**config.mk**
```make
export PLATFORM = sky130hd
export DESIGN_NAME = target_addr_pipeline_flat
export DESIGN_NICKNAME = d
export VERILOG_FILES = /design/src/rtl/target_addr_pipeline_if.sv /design/src/rtl/target_addr_pipeline.sv /design/src/flat_wrapper.sv
export SDC_FILE = /design/constraint.sdc
export NUM_CORES = 1
export LEC_CHECK = 0
export ABC_AREA = 1
export BUFFER_PORTS_ARGS = -buffer_cell sky130_fd_sc_hd__buf_2
export CAP_MARGIN = 10
export CELL_PAD_IN_SITES_DETAIL_PLACEMENT = 2
export CELL_PAD_IN_SITES_GLOBAL_PLACEMENT = 2
export CORE_MARGIN = 3
export CORE_UTILIZATION = 32
export DETAILED_ROUTE_END_ITERATION = 8
export GPL_TIMING_DRIVEN = 0
export PLACE_DENSITY_LB_ADDON = 0.1
export SLEW_MARGIN = 20
export SYNTH_ARGS = -nofsm -noshare
export SYNTH_HDL_FRONTEND = slang
export SYNTH_SLANG_ARGS = --single-unit
```
**constraint.sdc**
```tcl
create_clock -name clk -period 4.3 [get_ports clk]
set_clock_uncertainty 0.15 [all_clocks]
set_input_delay 0.86 -clock clk [delete_from_list [all_inputs] [get_ports clk]]
set_output_delay 0.86 -clock clk [all_outputs]
set_load 0.05 [all_outputs]
```
**src/rtl/target_addr_pipeline_if.sv**
```systemverilog
// Bus between a branch-target producer and the delayed-redirect pipeline.
// The producer (master) drives targets and control; the pipeline (slave) reports redirects.
interface target_addr_pipeline_if #(
    parameter int ADDR_WIDTH = 32,
    parameter int DEPTH      = 2
);
    localparam int CNT_W = $clog2(DEPTH + 1);

    logic                  clk_enable;
    logic                  tgt_valid_in;
    logic [ADDR_WIDTH-1:0] tgt_addr_in;
    logic                  flush;
    logic                  redirect_valid;
    logic [ADDR_WIDTH-1:0] redirect_addr;
    logic [CNT_W-1:0]      pending_count;
    logic                  overflow;

    modport master (
        output clk_enable, tgt_valid_in, tgt_addr_in, flush,
        input  redirect_valid, redirect_addr, pending_count, overflow
    );

    modport slave (
        input  clk_enable, tgt_valid_in, tgt_addr_in, flush,
        output redirect_valid, redirect_addr, pending_count, overflow
    );
endinterface

```
**src/rtl/target_addr_pipeline.sv**
```systemverilog
// Holds taken-branch targets for DELAY enabled cycles (delay slots), then presents
// the oldest one as a fetch redirect. Entries are kept packed oldest-first at index 0.
module target_addr_pipeline #(
    parameter int ADDR_WIDTH = 32,
    parameter int DELAY      = 1,
    parameter int DEPTH      = 2
) (
    input logic                   clk,
    input logic                   reset,
    target_addr_pipeline_if.slave bus
);
    localparam int CNT_W = $clog2(DEPTH + 1);

    logic                  valid_q [DEPTH];
    logic                  valid_d [DEPTH];
    logic [ADDR_WIDTH-1:0] addr_q  [DEPTH];
    logic [ADDR_WIDTH-1:0] addr_d  [DEPTH];
    logic [2:0]            cnt_q   [DEPTH];
    logic [2:0]            cnt_d   [DEPTH];
    logic [CNT_W-1:0]      pending_q;
    logic [CNT_W-1:0]      pending_d;
    logic                  overflow_q;
    logic                  overflow_d;

    logic                  head_ready;
    logic                  retire;
    logic                  push_ok;
    logic [CNT_W-1:0]      len_after;
    logic [CNT_W-1:0]      push_idx;
    logic                  sh_valid;
    logic [ADDR_WIDTH-1:0] sh_addr;
    logic [2:0]            sh_cnt;

    always_comb begin
        head_ready = valid_q[0] && (cnt_q[0] == 3'd0);
        retire     = bus.clk_enable && head_ready;
        // Occupancy once the head has left; a push is judged against this, so a
        // full queue still accepts a push on the same edge its head retires.
        len_after  = pending_q - CNT_W'(retire);
        push_ok    = bus.clk_enable && bus.tgt_valid_in &&
                     (bus.flush || (len_after < CNT_W'(DEPTH)));
        push_idx   = bus.flush ? '0 : len_after;
        pending_d  = pending_q;
        overflow_d = overflow_q;
        sh_valid   = 1'b0;
        sh_addr    = '0;
        sh_cnt     = '0;
        for (int i = 0; i < DEPTH; i++) begin
            valid_d[i] = valid_q[i];
            addr_d[i]  = addr_q[i];
            cnt_d[i]   = cnt_q[i];
        end

        if (bus.clk_enable) begin
            pending_d = push_idx + CNT_W'(push_ok);
            if (bus.tgt_valid_in && !push_ok)
                overflow_d = 1'b1;
            for (int i = 0; i < DEPTH; i++) begin
                sh_valid = 1'b0;
                sh_addr  = '0;
                sh_cnt   = '0;
                if (!bus.flush) begin
                    if (!retire) begin
                        sh_valid = valid_q[i];
                        sh_addr  = addr_q[i];
                        sh_cnt   = cnt_q[i];
                    end else if (i < DEPTH - 1) begin
                        sh_valid = valid_q[(i + 1 < DEPTH) ? i + 1 : i];
                        sh_addr  = addr_q[(i + 1 < DEPTH) ? i + 1 : i];
                        sh_cnt   = cnt_q[(i + 1 < DEPTH) ? i + 1 : i];
                    end
                end
                valid_d[i] = sh_valid;
                addr_d[i]  = sh_addr;
                cnt_d[i]   = (sh_valid && sh_cnt != 3'd0) ? sh_cnt - 3'd1 : sh_cnt;
                if (push_ok && int'(push_idx) == i) begin
                    valid_d[i] = 1'b1;
                    addr_d[i]  = bus.tgt_addr_in;
                    cnt_d[i]   = 3'(DELAY);
                end
            end
        end
    end

    always_ff @(posedge clk) begin
        if (reset) begin
            for (int i = 0; i < DEPTH; i++) begin
                valid_q[i] <= 1'b0;
                addr_q[i]  <= '0;
                cnt_q[i]   <= '0;
            end
            pending_q  <= '0;
            overflow_q <= 1'b0;
        end else begin
            for (int i = 0; i < DEPTH; i++) begin
                valid_q[i] <= valid_d[i];
                addr_q[i]  <= addr_d[i];
                cnt_q[i]   <= cnt_d[i];
            end
            pending_q  <= pending_d;
            overflow_q <= overflow_d;
        end
    end

    assign bus.redirect_valid = head_ready;
    assign bus.redirect_addr  = head_ready ? addr_q[0] : '0;
    assign bus.pending_count  = pending_q;
    assign bus.overflow       = overflow_q;
endmodule

```
**src/flat_wrapper.sv**
```systemverilog
// flat-port wrapper written by rule: the top's interface ports become plain ports
module target_addr_pipeline_flat 
#(
    parameter int ADDR_WIDTH = 32,
    parameter int DELAY      = 1,
    parameter int DEPTH      = 2
)
  (clk, reset, bus_clk_enable, bus_tgt_valid_in, bus_tgt_addr_in, bus_flush, bus_redirect_valid, bus_redirect_addr, bus_pending_count, bus_overflow);
  target_addr_pipeline_if #(.ADDR_WIDTH(ADDR_WIDTH), .DEPTH(DEPTH)) bus_i ();
  input logic clk;
  input logic reset;
  input wire logic [$bits(bus_i.clk_enable)-1:0] bus_clk_enable;
  input wire logic [$bits(bus_i.tgt_valid_in)-1:0] bus_tgt_valid_in;
  input wire logic [$bits(bus_i.tgt_addr_in)-1:0] bus_tgt_addr_in;
  input wire logic [$bits(bus_i.flush)-1:0] bus_flush;
  output wire logic [$bits(bus_i.redirect_valid)-1:0] bus_redirect_valid;
  output wire logic [$bits(bus_i.redirect_addr)-1:0] bus_redirect_addr;
  output wire logic [$bits(bus_i.pending_count)-1:0] bus_pending_count;
  output wire logic [$bits(bus_i.overflow)-1:0] bus_overflow;
  assign bus_i.clk_enable = bus_clk_enable;
  assign bus_i.tgt_valid_in = bus_tgt_valid_in;
  assign bus_i.tgt_addr_in = bus_tgt_addr_in;
  assign bus_i.flush = bus_flush;
  assign bus_redirect_valid = bus_i.redirect_valid;
  assign bus_redirect_addr = bus_i.redirect_addr;
  assign bus_pending_count = bus_i.pending_count;
  assign bus_overflow = bus_i.overflow;
  target_addr_pipeline #(.ADDR_WIDTH(ADDR_WIDTH), .DELAY(DELAY), .DEPTH(DEPTH)) u_core (.clk(clk), .reset(reset), .bus(bus_i));
endmodule
```
Word-level counts from Yosys, hierarchy flattened
Memory sizes are Yosys's and may differ from the RTL's.
Index checks and enable logic that the tools add are counted.
- multiplexer cells: 38
- add/subtract/negate cells: 4
- equality and inequality tests: 1
- magnitude comparators: 1
- reduce and logical (&&, ||, !) cells: 16
- bitwise operators: 6
- operator list (cell ; number):
    $mux 32 ; 9
    $mux 64 ; 1
    $mux 3 ; 12
    $mux 1 ; 13
    $logic_and 1x1->1 ; 9
    $mux 6 ; 1
    $or 1x1->1 ; 6
    $reduce_bool 3->1 ; 2
    $sub 3x1->3 const B ; 2
    $mux 2 ; 2
    $logic_not 3->1 ; 1
    $add 2x1->2 ; 1
    $eq 2x2->1 const B ; 1
    $logic_not 2->1 ; 1
    $lt 2x2->1 const B ; 1
    $reduce_and 2->1 ; 1
    $sub 2x1->2 ; 1
    $logic_not 1->1 ; 1
    $logic_or 1x1->1 ; 1
- memories: 3
- register bits: 3
- word-level logic and storage cells: 71
- output and inout bits: 36
- input bits: 37
- RAM bits: 72
- memory list (name ; words ; bits a word ; read ports ; clocked after memory_dff ; write ports ; line ; text):
    u_core.addr_q ; 2 ; 32 ; 2 ; 0 ; 2 ; target_addr_pipeline.sv:16 ; logic [ADDR_WIDTH-1:0] addr_q [DEPTH];
    u_core.cnt_q ; 2 ; 3 ; 2 ; 0 ; 2 ; target_addr_pipeline.sv:18 ; logic [2:0] cnt_q [DEPTH];
    u_core.valid_q ; 2 ; 1 ; 2 ; 0 ; 2 ; target_addr_pipeline.sv:14 ; logic valid_q [DEPTH];

Depth between registers and ports, before layout
- depth after elaboration: 12
- mapped depth: 16
- mapped depth without buffers: 16

Worst setup path after synthesis
OpenSTA, ideal clock, no wires.
- path kind: input -> register
- start point: input port bus_clk_enable
- end point: memory u_core.addr_q[1][2], in the netlist u_core.addr_q[0][34]
- slack: 1.761 ns
- library setup time: 0.128 ns
- buffers on the path: 2
- cell stages on the path: 14
- required time: 4.022 ns
- arrival: 2.261 ns
- cells stage by stage: buf_4 -> nand3_2 -> inv_1 -> ha_1 -> inv_1 -> nand2_1 -> nand2_2 -> nor2_4 -> nor2_4 -> nand2_4 -> clkbuf_1 -> o22ai_1 -> inv_1 -> nor2_1
- RTL lines (item ; line ; text):
    start: declaration ; flat_wrapper.sv:12 ; input wire logic [$bits(bus_i.clk_enable)-1:0] bus_clk_enable;
    end: declaration ; target_addr_pipeline.sv:16 ;

==> flow_metrics.tcl <==
set metrics [dict create \
    p_leak_nw 2.182 \
    netlist_instances 599 \
    nNetsFinal 722 \
    drc 0 \
    power_density_nw_per_um2 390.6 \
    fin_util 0.4055 \
    crit_arrival_ns 1.97 \
    crit_chain "inv_1, nor2_4, nand2_1, clkbuf_1, nor2_1, buf_2" \
    clock_latency_ns 0.35 \
    async_flop_share 0 \
    ys_seq_elements 75 \
    grt_pass1_wl_um 20860 \
    crit_buf_inv 3 \
    tns_ns 0 \
    synth_edf_count 0 \
    critPathMaxStageDelay_ns 0.35 \
    min_period_ns 2.978 \
    grt_setup_unrepaired "no" \
    wl_per_cell_um 15.41 \
    post_cts_buffers 0 \
    post_cts_resize_count 0 \
    hold_violations 0 \
    critPathLaunchType "register" \
    layoutNonFillerInstCount 828 \
    dp_slack_ns 1.205 \
    tritoncts "built" \
    diodes 0 \
    drt_pass1_iterations 4 \
    core_area_um2 11610 \
    initial_core_util 0.3326 \
    grt_max_degree 14 \
    num_io_pins 73 \
    crit_path_top_delay_cell "clkbuf_1" \
    syn_area_um2 3862 \
    htreeDepth 3 \
    fin_ws_ns 1.322 \
    rr_startpoint "u_core.valid_q[0][0]" \
    nFillCells 1467 \
    crit_family "buffers and inverters" \
    clock.fmax_mhz 335.8 \
    place.gp.congestion 0.7299 \
    avgSynthCellArea_um2 6.448 \
    setup_viol 0 \
    finalCritPeriodShare 0.6926 \
    synth_warnings 0 \
    path_class "register to primary output" \
    io_buffer_count 70 \
    min_path_type "register to register" \
    yosysSeqAreaShare 0.3887 \
    syn-num-nets 641 \
    dp_hpwl_um 9198 \
    path_max_fanout 10 \
    min-delay-start "u_core.cnt_q[0][4]" \
    num_rows 39 \
    cts.path.max_buffers 2 \
    drtAntennaViolNets 0 \
    maxCapViolations 0 \
    antenna_found_initial 0 \
    synth_top_flop_cell "dfxtp_1" \
    cts_sinks 75 \
    post-place-cells 812 \
    wirelength_um 12760 \
    routed_via_density 4.757 \
    multi_input_area_um2 1603 \
    end_kind "primary output" \
    die_h_um 115.9 \
    status "finished, final reports clean" \
    numCtsBuffers 9 \
    grt_use_total 0.1981 \
    vias 3939 \
    ctsHoldBuffers 0 \
    cts_root_buf "clkbuf_16" \
    netlist-cell-type-count 26 \
    layout-drive-gt1-share 0.1708 \
    die_w_um 115.9 \
    worst_pin_slew_ns 0.6135 \
    seq_area_um2 1501 \
    slew_violations 0 \
    finalPower_w 0.001840 \
    ir_drop_mv 0.1401 \
    grt_pass1_vias 4206 \
    gr-total-overflow 0 \
    worst_ep_required_time_ns 3.29 \
    crit_start "u_core.valid_q[0][0]" \
    path_clk_slew_ns 0.06 \
    die-area_um2 13420 \
    max-slew-margin-rel 0.5910 \
    area_delta_synth_final_pct 21.93 \
    drtIter0Drc 108 \
]
report_power, final:
group / switching (W) / leakage [nW] / internal (W) / total [W]
registers: 0.0000179 / 0.611 / 0.000729 / 0.000746
clock network: 0.000313 / 0.149 / 0.000509 / 0.000823
logic: 0.000192 / 1.42 / 0.0000787 / 0.000270
total: 0.000523 / 2.18 / 0.00132 / 0.00184
cell usage in the layout, fill, tap and decap left out, types with 5 or more instances in the layout:
| master | count |
|---|---|
| dfxtp_1 | 75 |
| nor2_1 | 134 |
| nand3_1 | 6 |
| a21oi_1 | 9 |
| nand2_1 | 58 |
| inv_1 | 156 |
| clkbuf_1 | 15 |
| clkbuf_16 | 9 |
| o21ai_1 | 16 |
| buf_4 | 10 |
| buf_2 | 76 |
| o21ai_0 | 53 |
| o22ai_1 | 33 |
| ha_1 | 5 |
flip-flops by register name, indices dropped and copies added, names as in the netlist:
signal                    count
u_core.bus.overflow           1
u_core.bus.pending_count      2
u_core.valid_q                2
u_core.cnt_q                  6
u_core.addr_q                64
area by class of cell:
type / count / share of cell area
plain buffers: 30 / 0.03347
inverters: 160 / 0.1275
clock inverters: 6 / 0.01886
repair buffers: 70 / 0.07439
clock buffers: 10 / 0.04862
multi-input cells: 334 / 0.3403
well taps: 143 / 0.03799
flip-flops and latches: 75 / 0.3188
cell usage after synthesis, types with 6 or more instances:
| master | n | area [µm²] |
|---|---|---|
| nand3_1 | 6 | 30.03 |
| o21ai_0 | 53 | 265.3 |
| o22ai_1 | 33 | 206.5 |
| a21oi_1 | 9 | 45.04 |
| dfxtp_1 | 75 | 1501 |
| inv_1 | 156 | 585.6 |
| buf_4 | 10 | 75.07 |
| nand2_1 | 58 | 217.7 |
| buf_2 | 6 | 30.03 |
| o21ai_1 | 16 | 80.08 |
| clkbuf_1 | 14 | 52.55 |
| nor2_1 | 134 | 503.0 |
metrics by stage:
step,area (µm²),hold slack (ns)
final,4710,0.3436
after global placement,4392,0.3251
after CTS,4710,0.3446
after global routing,4710,0.3668
after floorplan,3862,0.3084
after detailed placement,4392,0.3353
kinds of logic (layout without fill, tap and decap cells):
logic type,after synthesis,in the layout,share of synthesized area
DFF,75,75,0.3887
and+or+nand+nor,210,210,0.2200
buffers and inverters,190,276,0.1963
adders and majority gates,5,5,0.01620
AOI/OAI and AO/OA,119,119,0.1788
worst min-delay path, delay by kind of cell, from the launching register on:
kind	cells	cell delay (ns)
AO/OA/AOI/OAI	1	0.06
flip-flops	1	0.32
AND/OR/NAND/NOR	1	0.07
per-layer routing:
layer  track usage  wire length [µm]  vias to the layer above
met4       0.07502               245                        0
met5             0                 0                        -
li1              -                 -                     1962
met2        0.3571              6498                       62
met1        0.2384              5678                     1897
met3       0.02663               338                       18
path summary, 6_finish.rpt:
kind	cells after the start	slack, ns	end
max reg2reg	15	1.67	u_core.addr_q[0][13]
min	2	0.34	u_core.cnt_q[0][4]
min reg2reg	2	0.34	u_core.cnt_q[0][4]
max	6	1.32	bus_redirect_addr[21]
No activity file was read; power rests on OpenSTA's default activity.
